`src/rtl/ring_router_demux_if.sv`:
```
// DI channel bundle between ring router stages: one flit per valid&ready
// handshake, with first/last marking worm boundaries.
interface ring_router_demux_if #(
    parameter int WIDTH = 16
) ();
    logic             valid;
    logic             ready;
    logic [WIDTH-1:0] data;
    logic             first;
    logic             last;

    modport master (output valid, output data, output first, output last, input ready);
    modport slave  (input valid, input data, input first, input last, output ready);
endinterface

```
`src/rtl/ring_router_demux.sv`:
```
// Input-side steering stage of the debug ring router. Each worm arriving
// from upstream is sent whole either to the local port (head word == id_i)
// or onward to the ring output mux.
//
// Build option: RING_ROUTER_DEMUX_REG_EN inserts a 2-entry skid buffer in
// front of the steering logic, breaking every combinational path between
// the upstream and downstream ports. Undefined: fully combinational path.
//
// state      | meaning
// NOWORM     | between worms; next valid flit must be a head
// WORM_LOCAL | inside a worm addressed to this router
// WORM_RING  | inside a worm passing through to the ring
module ring_router_demux #(
    parameter int WIDTH = 16
) (
    input  logic                       clk,
    input  logic                       rst,
    input  logic [WIDTH-1:0]           id_i,
    ring_router_demux_if.slave         in_i,
    ring_router_demux_if.master        out_local_o,
    ring_router_demux_if.master        out_ring_o
);

    typedef enum logic [1:0] {
        NOWORM     = 2'd0,
        WORM_LOCAL = 2'd1,
        WORM_RING  = 2'd2
    } state_t;

    state_t state_q, state_d;

    // Stream seen by the steering logic (either straight from in_i or from
    // the head of the skid buffer).
    logic             s_valid;
    logic             s_ready;
    logic [WIDTH-1:0] s_data;
    logic             s_first;
    logic             s_last;

    logic             sel_local;
    logic             sel_ring;
    logic             head_local;

`ifdef RING_ROUTER_DEMUX_REG_EN
    localparam int ENTRY_W = WIDTH + 2;

    logic [ENTRY_W-1:0] mem_q [2];
    logic               wr_ptr_q;
    logic               rd_ptr_q;
    logic [1:0]         cnt_q, cnt_d;
    logic               rdy_q;
    logic               push;
    logic               pop;

    assign push       = in_i.valid & rdy_q;
    assign pop        = s_valid & s_ready;
    assign s_valid    = (cnt_q != 2'd0);
    assign {s_data, s_first, s_last} = mem_q[rd_ptr_q];
    assign in_i.ready = rdy_q;

    // Occupancy after this cycle's enqueue/dequeue.
    always_comb begin
        cnt_d = cnt_q;
        case ({push, pop})
            2'b10:   cnt_d = cnt_q + 2'd1;
            2'b01:   cnt_d = cnt_q - 2'd1;
            default: cnt_d = cnt_q;
        endcase
    end

    // Buffer pointers, occupancy and the registered upstream ready; ready
    // is computed from next occupancy so a full buffer that drains this
    // cycle reopens immediately on the next one.
    always_ff @(posedge clk) begin
        if (rst) begin
            cnt_q    <= 2'd0;
            wr_ptr_q <= 1'b0;
            rd_ptr_q <= 1'b0;
            rdy_q    <= 1'b0;
        end else begin
            cnt_q <= cnt_d;
            rdy_q <= (cnt_d != 2'd2);
            if (push) wr_ptr_q <= ~wr_ptr_q;
            if (pop)  rd_ptr_q <= ~rd_ptr_q;
        end
    end

    // Buffer storage; contents are meaningless while empty, so no reset.
    always_ff @(posedge clk) begin
        if (push) mem_q[wr_ptr_q] <= {in_i.data, in_i.first, in_i.last};
    end
`else
    assign s_valid    = in_i.valid;
    assign s_data     = in_i.data;
    assign s_first    = in_i.first;
    assign s_last     = in_i.last;
    assign in_i.ready = s_ready;
`endif

    assign head_local = (s_data == id_i);

    // Worm state register.
    always_ff @(posedge clk) begin
        if (rst) state_q <= NOWORM;
        else     state_q <= state_d;
    end

    // Output selection, upstream ready and worm tracking. In NOWORM a
    // non-head flit is swallowed (ready=1, no output selected). Everything
    // is forced idle while reset is held.
    always_comb begin
        state_d   = state_q;
        sel_local = 1'b0;
        sel_ring  = 1'b0;
        s_ready   = 1'b0;
        if (!rst) begin
            case (state_q)
                NOWORM: begin
                    if (s_first) begin
                        if (head_local) begin
                            sel_local = 1'b1;
                            s_ready   = out_local_o.ready;
                        end else begin
                            sel_ring  = 1'b1;
                            s_ready   = out_ring_o.ready;
                        end
                        if (s_valid && s_ready && !s_last)
                            state_d = head_local ? WORM_LOCAL : WORM_RING;
                    end else begin
                        s_ready = 1'b1;
                    end
                end
                WORM_LOCAL: begin
                    sel_local = 1'b1;
                    s_ready   = out_local_o.ready;
                    if (s_valid && s_ready && s_last) state_d = NOWORM;
                end
                WORM_RING: begin
                    sel_ring = 1'b1;
                    s_ready  = out_ring_o.ready;
                    if (s_valid && s_ready && s_last) state_d = NOWORM;
                end
                default: state_d = NOWORM;
            endcase
        end
    end

    assign out_local_o.valid = s_valid & sel_local;
    assign out_local_o.data  = s_data;
    assign out_local_o.first = s_first;
    assign out_local_o.last  = s_last;

    assign out_ring_o.valid  = s_valid & sel_ring;
    assign out_ring_o.data   = s_data;
    assign out_ring_o.first  = s_first;
    assign out_ring_o.last   = s_last;

endmodule

```
`src/flat_wrapper.sv`:
```
// flat-port wrapper written by rule: the top's interface ports become plain ports
module ring_router_demux_flat 
#(
    parameter int WIDTH = 16
)
  (clk, rst, id_i, in_i_valid, in_i_data, in_i_first, in_i_last, in_i_ready, out_local_o_valid, out_local_o_data, out_local_o_first, out_local_o_last, out_local_o_ready, out_ring_o_valid, out_ring_o_data, out_ring_o_first, out_ring_o_last, out_ring_o_ready);
  ring_router_demux_if #(.WIDTH(WIDTH)) in_i_i ();
  ring_router_demux_if #(.WIDTH(WIDTH)) out_local_o_i ();
  ring_router_demux_if #(.WIDTH(WIDTH)) out_ring_o_i ();
  input  logic clk;
  input  logic rst;
  input  logic [WIDTH-1:0] id_i;
  input wire logic [$bits(in_i_i.valid)-1:0] in_i_valid;
  input wire logic [$bits(in_i_i.data)-1:0] in_i_data;
  input wire logic [$bits(in_i_i.first)-1:0] in_i_first;
  input wire logic [$bits(in_i_i.last)-1:0] in_i_last;
  output wire logic [$bits(in_i_i.ready)-1:0] in_i_ready;
  output wire logic [$bits(out_local_o_i.valid)-1:0] out_local_o_valid;
  output wire logic [$bits(out_local_o_i.data)-1:0] out_local_o_data;
  output wire logic [$bits(out_local_o_i.first)-1:0] out_local_o_first;
  output wire logic [$bits(out_local_o_i.last)-1:0] out_local_o_last;
  input wire logic [$bits(out_local_o_i.ready)-1:0] out_local_o_ready;
  output wire logic [$bits(out_ring_o_i.valid)-1:0] out_ring_o_valid;
  output wire logic [$bits(out_ring_o_i.data)-1:0] out_ring_o_data;
  output wire logic [$bits(out_ring_o_i.first)-1:0] out_ring_o_first;
  output wire logic [$bits(out_ring_o_i.last)-1:0] out_ring_o_last;
  input wire logic [$bits(out_ring_o_i.ready)-1:0] out_ring_o_ready;
  assign in_i_i.valid = in_i_valid;
  assign in_i_i.data = in_i_data;
  assign in_i_i.first = in_i_first;
  assign in_i_i.last = in_i_last;
  assign in_i_ready = in_i_i.ready;
  assign out_local_o_valid = out_local_o_i.valid;
  assign out_local_o_data = out_local_o_i.data;
  assign out_local_o_first = out_local_o_i.first;
  assign out_local_o_last = out_local_o_i.last;
  assign out_local_o_i.ready = out_local_o_ready;
  assign out_ring_o_valid = out_ring_o_i.valid;
  assign out_ring_o_data = out_ring_o_i.data;
  assign out_ring_o_first = out_ring_o_i.first;
  assign out_ring_o_last = out_ring_o_i.last;
  assign out_ring_o_i.ready = out_ring_o_ready;
  ring_router_demux #(.WIDTH(WIDTH)) u_core (.clk(clk), .rst(rst), .id_i(id_i), .in_i(in_i_i), .out_local_o(out_local_o_i), .out_ring_o(out_ring_o_i));
endmodule
```
`config.mk`:
```
export PLATFORM = sky130hd
export DESIGN_NAME = ring_router_demux_flat
export DESIGN_NICKNAME = d
export VERILOG_FILES = /design/src/rtl/ring_router_demux_if.sv /design/src/rtl/ring_router_demux.sv /design/src/flat_wrapper.sv
export SDC_FILE = /design/constraint.sdc
export NUM_CORES = 1
export LEC_CHECK = 0
export BUFFER_PORTS_ARGS = -buffer_cell sky130_fd_sc_hd__buf_2
export CAP_MARGIN = 20
export CORE_MARGIN = 2
export CORE_UTILIZATION = 35
export CTS_BUF_LIST = sky130_fd_sc_hd__clkbuf_4 sky130_fd_sc_hd__clkbuf_8 sky130_fd_sc_hd__clkbuf_16
export CTS_CLUSTER_SIZE = 14
export DETAILED_ROUTE_END_ITERATION = 6
export GPL_TIMING_DRIVEN = 0
export PLACE_DENSITY_LB_ADDON = 0.08
export REMOVE_ABC_BUFFERS = 1
export SLEW_MARGIN = 20
export SYNTH_ARGS = -nofsm -noshare
export SYNTH_HDL_FRONTEND = slang
export SYNTH_SLANG_ARGS = --single-unit
export TNS_END_PERCENT = 50
```
`constraint.sdc`:
```
create_clock -name clk -period 2.1 [get_ports clk]
set_clock_uncertainty 0.05 [all_clocks]
set_input_delay 0.315 -clock clk [delete_from_list [all_inputs] [get_ports clk]]
set_output_delay 0.315 -clock clk [all_outputs]
set_load 0.02 [all_outputs]
```
==> key figures, run 1 <==
Status
  • Status: finished clean

Power and ir drop
  • Worst vdd ir: 0.0001849 V
  • Leak: 0.0004620 uW
  • Final Power: 306.9 uW
  • PD cells: 374.4 nW/um2

Finish
  • Largest register FFs: 2
  • Number of diodes: 0
  • Fraction of layout cells with a size suffix above 1: 67.72%
  • Finished layout cell area: 819.5 um2
  • Nets: 168
  • Largest Register: u_core.state_q
  • Area grow syn2layout: 25.96%
  • Largest regs: u_core.state_q: 2 flops

STA
  • Final worst path period share: 93.65%
  • Final setup fails: 0
  • Slew headroom: 83.44%
  • Min cycle time layout: 1967 ps
  • RSZ-0062 raised after global routing: false
  • F_max: 508.5 MHz
  • Worst slew pin tran: 247.9 ps
  • Sum Neg Setup Slack: 0 ps
  • Final hold vios: 0
  • Fin. max-slew vios: 0

Logic synthesis
  • Xor/xnor share of the synthesized area: 21.54%
  • Syn avg cell area: 7.839 um2
  • Complex-gate fraction of the synthesized area: 8.846%
  • Cell variety after synth: 21
  • Mux cell area share after synthesis: 1.731%
  • Cell Area, Synth: 650.6 um2
  • Most common flop cell mapped by yosys: dfxtp_1
  • Yosys top cell area share: 41.54%
  • Synthesized flop and latch total: 2
  • Most common cell in the synthesized netlist: buf_4
  • Adder-cell area share of the yosys netlist: 0%
  • Yosys top cell by area: buf_4
  • Top cells by count, synth: buf_4 (36), xor2_1 (16), nor4_2 (4)
  • Simple-gate share of the synthesized area: 20.19%
  • Largest family of logic cells by synthesized area: buffers and inverters
  • Top post-synthesis cells by area: buf_4 (42%), xor2_1 (22%), nor4_2 (7.7%)
  • Ys async rst share: 0%
  • Synthesized netlist cell count: 83
  • EDFF count, synth: 0
  • Register area share after synthesis: 6.154%
  • Synth warn: 0

Setup path
  • Critical-path maximum fanout: 5
  • WS Path Type: input pin to output port
  • Critical R2R Capture: u_core.state_q[1]$_SDFFE_PP0P_
  • Worst R2R Start: u_core.state_q[1]$_SDFFE_PP0P_
  • CP Data Required Time: 1740 ps
  • Critical path arrival: 1600 ps
  • Worst Setup End Kind: output port
  • R2R Setup Slk: 1020 ps
  • Worst r2r path cells: 3
  • Startpoint types: input pin

Placed design
  • IO Port Bufs: 77
  • Post-DP HPWL: 1496 um
  • Area after DPL: 797.0 um2
  • Final GP Congestion: 0.7066

Clock network
  • CTS Buffer Depth: 2
  • CTS H-tree lvls: 1
  • TritonCTS buffer count: 3
  • Worst skew pair latency: 220 ps
  • Postcts setup bufs: 0
  • Clock slew at reported path FFs: 30 ps
  • CTS tree: built
  • Post-cts hold buffer count: 0
  • CTS resizes: 0
  • Clock sinks: 2
  • Clk root buf: clkbuf_4

Die
  • Initial core utilization: 37.28%
  • Die Y-Extent: 47.12 um
  • Row count: 15
  • Die ar.: 2220 um2
  • Die X: 47.12 um
  • Core ar.: 1745 um2
  • Num ports: 78

Global route
  • Initial antenna violation count: 0
  • Largest net degree at the start of global routing: 8
  • Gr ovfl total: 0
  • Vias in the first global route: 555
  • GRT Util Overall: 13.48%
  • First-pass GRT wire length: 2235 um

Hold path
  • Worst min path class: input pin to register
  • Min-delay src: out_local_o_ready
  • Hold endpoint: u_core.state_q[0]$_SDFFE_PP0P_
  • Hold path depth: 3

Detailed routing
  • Routed WL per cell: 10.79 um
  • DR vias: 677
  • Vias/cell: 4.454
  • First-pass DRT Iterations: 3
  • 1st-iter DRT viols: 5
  • Post-DRT Antenna Nets: 0
  • Drt drc: 0
  • Final WL: 1640 um

Run
  • Max-Cap Viols: 0
-- worst max-delay path: stages --
cell and delay, ps:
buf_2 100, xor2_1 160, nor4_2 270, nand4_1 250, mux2_2 340, buf_2 160
-- stage by stage --
step / hold slack (ps) / worst slack, ps / instances / utilization [%]
finish: 342.6 / 133.4 / 152 / 46.95
global route: 340.4 / 35.29 / 152 / 46.95
CTS: 335.1 / 114.6 / 152 / 46.95
detailed placement: 520.2 / 117.5 / 149 / 45.66
global placement: 531.9 / 111.5 / 149 / 45.66
floorplan: 416.0 / 295.3 / 47 / -
-- layout make-up --
cell class / count / area [um2]
flip-flops and latches: 2 / 40.04
fillers: 187 / 925.9
repair buffers: 77 / 385.4
multi-input cells: 45 / 340.3
well taps: 25 / 31.28
clock buffers: 3 / 22.52
-- logic make-up (layout without fill, tap and decap cells) --
kind of cell / Yosys count / count (layout)
flops: 2 / 2
buf+inv: 36 / 80
mux: 1 / 1
simple gates: 20 / 20
compound gates: 8 / 8
xor+xnor: 16 / 16
-- metal layers --
| metal | share of wire (%) | track usage, % | routed length [um] |
|---|---|---|---|
| met4 | 0.49 | 3.333 | 8 |
| met5 | 0 | 0 | 0 |
| met3 | 11 | 4.231 | 181 |
| met1 | 40 | 17.81 | 648 |
| met2 | 49 | 21.37 | 801 |
-- worst max-delay path by stage --
stage | startpoint | endpoint | slack, ps | cells after the start
3_5_place_dp | id_i[9] | in_i_ready | 120 | 6
2_1_floorplan | id_i[1] | out_local_o_valid | 300 | 4
4_1_cts | id_i[9] | in_i_ready | 110 | 6
3_3_place_gp | id_i[9] | in_i_ready | 110 | 6
6_report | id_i[9] | in_i_ready | 130 | 6
5_1_grt | in_i_data[11] | in_i_ready | 40 | 6
-- where the power goes --
part / switching, uW / internal [uW]
sequential: 0.929 / 39.0
clock: 20.0 / 62.9
combinational: 110 / 73.8
total: 131 / 176
-- cells in the final DEF, fill, tap and decap left out, drive strengths merged --
cell     n
nor3     1
nor3b    1
and3     1
dfxtp    2
a32o     1
nand2b   1
nand4    1
nor2     3
nand3    3
a21oi    1
o21ai    2
and2     2
buf     77
nand2    3
a31oi    1
clkbuf   3
o21bai   1
a211oi   1
nor4     4
xor2    16
a41o     1
mux2     1
Power figures use the tool's default switching activity.
==> inputs of run 2 (changes only) <==
==> constraint.sdc (replaced) <==
create_clock -name clk -period 2.1 [get_ports clk]
set_clock_uncertainty 0.05 [all_clocks]
set_input_delay 0.42 -clock clk [delete_from_list [all_inputs] [get_ports clk]]
set_output_delay 0.42 -clock clk [all_outputs]
set_load 0.02 [all_outputs]
==> run 2 against run 1 <==
  * The flow now finishes with violations (setup timing)
  * Setup slack got worse by 160 ps
  * Power grew 1.2%
  * Global-route usage down 0.078 points
  * Clock-buffer cell count stayed put
  * Final area increased by 2.9%
==> key figures, run 2 (synthesized netlist as in run 1, its figures left out) <==
Power and ir drop
  • Leak: 0.0004740 uW (+2.6%)
  • Worst vdd ir: 0.0001779 V (-3.8%)
  • PD cells: 368.1 nW/um2 (-1.7%)

Clock network
  • CTS H-tree lvls: 1 (unchanged)
  • Worst skew pair latency: 220 ps (about the same)
  • Post-cts hold buffer count: 0 (unchanged)
  • Clock sinks: 2 (unchanged)
  • Clk root buf: clkbuf_4
  • CTS tree: built
  • TritonCTS buffer count: 3 (unchanged)
  • CTS Buffer Depth: 2 (unchanged)
  • Clock slew at reported path FFs: 30 ps (about the same)

Status
  • Failing checks: setup timing
  • Status: finished, violations left

Setup path
  • Critical-path maximum fanout: 4 (-1)
  • R2R Setup Slk: 1010 ps (about the same)
  • Worst Setup End Kind: output port
  • CP Capture Point: out_ring_o_valid
  • CP startpoint: in_i_data[14]
  • Worst R2R Start: u_core.state_q[1]$_SDFFE_PP0P_
  • Critical R2R Capture: u_core.state_q[1]$_SDFFE_PP0P_
  • Worst r2r path cells: 3 (unchanged)
  • WS Path Type: input pin to output port
  • Startpoint types: input pin
  • CP Data Required Time: 1630 ps (-110 ps)
  • Critical path arrival: 1650 ps (+50 ps)

Hold path
  • Hold path depth: 3 (unchanged)
  • Worst min path class: input pin to register

Detailed routing
  • Routed WL per cell: 11.06 um (+2.5%)
  • Drt drc: 0 (unchanged)
  • Vias/cell: 4.412 (-0.95%)
  • Final WL: 1692 um (+3.2%)
  • 1st-iter DRT viols: 7 (+2)
  • DR vias: 675 (-0.30%)
  • First-pass DRT Iterations: 5 (+2)
  • Post-DRT Antenna Nets: 0 (unchanged)

STA
  • Min cycle time layout: 2124 ps (+157.3 ps)
  • Final worst path period share: 101.1% (+7.5 points)
  • Slew headroom: 83.62% (+0.18 points)
  • Fin. max-slew vios: 0 (unchanged)
  • RSZ-0062 raised after global routing: true
  • Final setup fails: 1 (+1)
  • Sum Neg Setup Slack: -23.89 ps (-23.89 ps)
  • Worst slew pin tran: 245.2 ps (-2.711 ps)
  • F_max: 470.8 MHz (-7.4%)
  • Worst Setup Slack, final: -23.89 ps (-157.3 ps)
  • Final hold vios: 0 (unchanged)

Die
  • Die Y-Extent: 47.12 um (unchanged)
  • Row count: 15 (unchanged)
  • Num ports: 78 (unchanged)
  • Die X: 47.12 um (unchanged)
  • Initial core utilization: 37.28% (unchanged)
  • Core ar.: 1745 um2 (unchanged)
  • Die ar.: 2220 um2 (unchanged)

Global route
  • Vias in the first global route: 569 (+2.5%)
  • Initial antenna violation count: 0 (unchanged)
  • Gr ovfl total: 0 (unchanged)
  • First-pass GRT wire length: 2208 um (-1.2%)
  • Largest net degree at the start of global routing: 8 (unchanged)
  • GRT Util Overall: 13.41% (-0.078 points)

Placed design
  • Pre-CTS setup slack: -92.51 ps (-210.0 ps)
  • Post-DP HPWL: 1496 um (unchanged)
  • IO Port Bufs: 77 (unchanged)
  • Final GP Congestion: 0.7066 (unchanged)

Finish
  • Commonest non-fill, non-tap cell in the layout: buf_2
  • Seq. cell area: 40.04 um2 (unchanged)
  • Fill count: 185 (-1.1%)
  • Largest Register: u_core.state_q
  • Area grow syn2layout: 29.62%
  • Largest regs: u_core.state_q: 2 flops
  • Multi-input gate area: 344.1 um2 (+1.1%)
  • Largest register FFs: 2 (unchanged)
  • Fraction of layout cells with a size suffix above 1: 67.97% (+0.25 points)
  • Nets: 169 (+0.60%)
  • Most frequent cells in the layout: buf_2 (75), xor2_1 (16), nor4_2 (4)
  • Number of diodes: 0 (unchanged)

Run
  • Max-Cap Viols: 0 (unchanged)
## run 2: cell types whose count changed in the layout (fill, tap and decap cells not counted), sizes merged
cell / previous run / this run
buf: 77 / 78
## run 2: through the flow
step | hold WS [ps] | total power [uW] | instance area (um2) | util (%) | std cells
after CTS | 440.1 | 314.6 | 843.3 | 48.32 | 153
after global routing | 445.4 | 328.6 | 843.3 | 48.32 | 153
after floorplan | 461.1 | 84.38 | 380.4 | - | 47
final | 444.2 | 310.4 | 843.3 | 48.32 | 153
after detailed placement | 520.2 | 225.8 | 797.0 | 45.66 | 149
after global placement | 531.9 | 224.4 | 797.0 | 45.66 | 149
## run 2: worst max-delay path, cell delays in order
cell and delay, ps:
buf_6 100, xor2_1 160, nor4_2 270, nand4_1 180, buf_4 190, a32o_1 210
buf_6 130
## run 2: how the worst min path moves through the flow
stage	endpoint	slack (ps)	start
global route	u_core.state_q[0]$_SDFFE_PP0P_	450	out_local_o_ready
finish	u_core.state_q[0]$_SDFFE_PP0P_	440	out_local_o_ready
floorplan	u_core.state_q[0]$_SDFFE_PP0P_	460	u_core.state_q[0]$_SDFFE_PP0P_
detailed placement	u_core.state_q[0]$_SDFFE_PP0P_	520	u_core.state_q[0]$_SDFFE_PP0P_
CTS	u_core.state_q[0]$_SDFFE_PP0P_	440	out_local_o_ready
global placement	u_core.state_q[0]$_SDFFE_PP0P_	530	u_core.state_q[0]$_SDFFE_PP0P_
## run 2: area by class of cell
class                           count  share of cell area (%)
Timing Repair Buffer               78                   48.07
Sequential cell                     2                   4.748
Tap cell                           25                   3.709
Multi-Input combinational cell     45                   40.80
Clock buffer                        3                   2.671
## run 2: timing repair
item,4_1_cts,5_1_grt
resized for setup,4,0
hold endpoints to repair,0,0
setup buffers,1,0
setup endpoints to repair,2,3
pin swaps,4,0
## run 2: metal layers
metal  up-vias  track usage [%]  part of all wire (%)
met3         0            4.231                    10
li1        337                -                     -
met1       293            16.44                    39
met4         0            3.333                     0
met5         -                0                     0
met2        45            22.74                    51
## run 2: power by group
part	internal (uW)	leakage (uW)	switching [uW]
clock	62.8	0.0000138	19.8
sequential	39.0	0.0000162	0.971
combinational	76.8	0.000444	111
==> inputs of run 3 (changes only) <==
CTS_CLUSTER_SIZE = 8   (was 14)
PLACE_DENSITY = 0.92   (was default)
PLACE_DENSITY_LB_ADDON = default   (was 0.08)
SKIP_LAST_GASP = 1   (was default)
==> run 3 against run 2 <==
  * The run still ends with setup timing left
  * Setup slack lost 18 ps
  * Final cell count grew 1.3%
  * Register-to-register slack gained 20 ps
  * Clock-buffer cell count is the same
  * Fmax shrank 0.83%
  * Combinational power grew 4%
  * Flip-flop and latch count is the same
  * Sequential power is essentially flat
  * Global-route usage grew 3.7 points
  * Final area grew 4.9%
  * Non-clock buffer count grew 2
  * Core utilization grew 2.4 points
  * Critical path type unchanged
  * Largest cell class unchanged
==> key figures, run 3 (synthesized netlist as in run 1, its figures left out) <==
Setup path
  • CP Data Required Time: 1630 ps (about the same)
  • Worst R2R Start: u_core.state_q[1]$_SDFFE_PP0P_
  • WS Path Type: input pin to output port
  • Critical R2R Capture: u_core.state_q[1]$_SDFFE_PP0P_
  • Startpoint types: input pin
  • Critical path arrival: 1670 ps (+20 ps)
  • Worst Setup End Kind: output port
  • Critical-path maximum fanout: 3 (-1)
  • R2R Setup Slk: 1030 ps (+20 ps)
  • Worst r2r path cells: 3 (unchanged)

Global route
  • Largest net degree at the start of global routing: 8 (unchanged)
  • First-pass GRT wire length: 2635 um (+19%)
  • Initial antenna violation count: 0 (unchanged)
  • Gr ovfl total: 0 (unchanged)
  • GRT Util Overall: 17.10% (+3.7 points)
  • Vias in the first global route: 650 (+14%)

Finish
  • Nets: 171 (+1.2%)
  • Largest regs: u_core.state_q: 2 flops
  • Commonest non-fill, non-tap cell in the layout: buf_2
  • Most frequent cells in the layout: buf_2 (72), xor2_1 (15), nor4_2 (4), buf_4 (4)
  • Largest register FFs: 2 (unchanged)
  • Fill count: 180 (-2.7%)
  • Fraction of layout cells with a size suffix above 1: 69.23% (+1.3 points)
  • Number of diodes: 0 (unchanged)
  • Finished layout cell area: 884.6 um2 (+4.9%)
  • Post-layout util: 50.68% (+2.4 points)
  • Largest Register: u_core.state_q
  • Area grow syn2layout: 35.96%

Detailed routing
  • First-pass DRT Iterations: 4 (-1)
  • Final WL: 1784 um (+5.4%)
  • DR vias: 686 (+1.6%)
  • Post-DRT Antenna Nets: 0 (unchanged)
  • 1st-iter DRT viols: 7 (unchanged)
  • Routed WL per cell: 11.51 um (+4.1%)
  • Vias/cell: 4.426 (+0.32%)
  • Drt drc: 0 (unchanged)

Power and ir drop
  • Pint: 184.2 uW (+3.2%)
  • PD cells: 360.8 nW/um2 (-2.0%)
  • Leak: 0.0004900 uW (+3.4%)
  • Worst vdd ir: 0.0001896 V (+6.6%)
  • Final Power: 319.2 uW (+2.8%)
  • Switching power: 134.9 uW (+2.4%)
  • Switching Share: 42.28% (-0.19 points)
  • Clock power share: 26.5% (about the same)
  • Logic pwr share: 61.1% (+0.6 points)
  • Flop pwr share: 12.5% (-0.4 points)

Placed design
  • IO Port Bufs: 77 (unchanged)
  • Post-DP HPWL: 1520 um (+1.6%)
  • Area after DPL: 797.0 um2 (unchanged)
  • Final GP Congestion: 0.6737 (-4.7%)

STA
  • Worst slew pin tran: 244.6 ps (-0.5773 ps)
  • RSZ-0062 raised after global routing: true
  • Final hold vios: 0 (unchanged)
  • F_max: 466.9 MHz (-0.83%)
  • Fin. max-slew vios: 0 (unchanged)
  • Fin Hold WS: 445.1 ps (+0.8160 ps)
  • Min cycle time layout: 2142 ps (+17.67 ps)
  • Slew headroom: 83.66% (about the same)
  • Final worst path period share: 102.0% (+0.84 points)
  • Final setup fails: 2 (+1)
  • Worst Setup Slack, final: -41.57 ps (-17.67 ps)
  • Sum Neg Setup Slack: -54.84 ps (-30.94 ps)

Clock network
  • Clock sinks: 2 (unchanged)
  • Worst skew pair latency: 220 ps (about the same)
  • CTS tree: built
  • TritonCTS buffer count: 3 (unchanged)
  • CTS H-tree lvls: 1 (unchanged)
  • Clk root buf: clkbuf_4
  • CTS Buffer Depth: 2 (unchanged)
  • Clock slew at reported path FFs: 30 ps (about the same)

Die
  • Die X: 47.12 um (unchanged)
  • Row count: 15 (unchanged)
  • Die Y-Extent: 47.12 um (unchanged)
  • Die ar.: 2220 um2 (unchanged)
  • Num ports: 78 (unchanged)
  • Initial core utilization: 37.28% (unchanged)
  • Core ar.: 1745 um2 (unchanged)

Hold path
  • Hold path depth: 3 (unchanged)
  • Worst min path class: input pin to register
  • Hold endpoint: u_core.state_q[0]$_SDFFE_PP0P_
  • Min-delay src: out_local_o_ready

Status
  • Failing checks: setup timing
  • Status: finished, violations left

Run
  • Max-Cap Viols: 0 (unchanged)
==> run 3: timing repair <==
action / CTS / global route
hold buffers: 0 / 0
gates cloned: 0 / 0
gates resized for setup: 11 / 0
pin swaps: 6 / 1
setup buffers: 3 / 0
setup endpoints to repair: 3 / 3
==> run 3: area by class of cell <==
cell class	instances	area, um2	area share [%]
repair buffers	80	439.2	49.65
multi-input cells	45	351.6	39.75
flip-flops and latches	2	40.04	4.526
well taps	25	31.28	3.536
clock buffers	3	22.52	2.546
==> run 3: critical path, stage by stage <==
cell     delay, ps
buf_2          100
xor2_1         160
nor4_2         280
nand4_1        180
buf_4          190
a32o_1         210
buf_6          130
==> run 3: worst max-delay path by stage <==
stage / start / endpoint / cells past startpoint
6_report: id_i[3] / out_ring_o_valid / 7
3_5_place_dp: in_i_data[9] / in_i_ready / 6
2_1_floorplan: id_i[1] / out_local_o_valid / 4
3_3_place_gp: in_i_data[9] / in_i_ready / 6
5_1_grt: id_i[8] / out_ring_o_valid / 7
4_1_cts: in_i_data[5] / out_ring_o_valid / 7
==> run 3: layer usage <==
layer | track usage (%) | up-vias | wire, um
met3 | 5.000 | 2 | 125
met5 | 0 | - | 0
met2 | 35.07 | 29 | 1087
met4 | 5.000 | 0 | 8
met1 | 15.83 | 317 | 563
li1 | - | 338 | -
==> run 3: through the flow <==
step           setup WS (ps)  cells
6_report              -41.57    155
5_1_grt               -148.6    155
4_1_cts               -43.25    155
3_5_place_dp          -105.8    149
3_3_place_gp          -118.8    149
2_1_floorplan          85.35     47
==> run 3: power groups by stage <==
stage	Clock [uW]	Sequential [uW]	Combinational (uW)
final	84.4	39.8	195
after floorplan	0	40.1	44.3
after detailed placement	0	40.3	186
after global placement	0	40.2	181
after global routing	91.7	39.9	210
after CTS	89.5	39.8	196
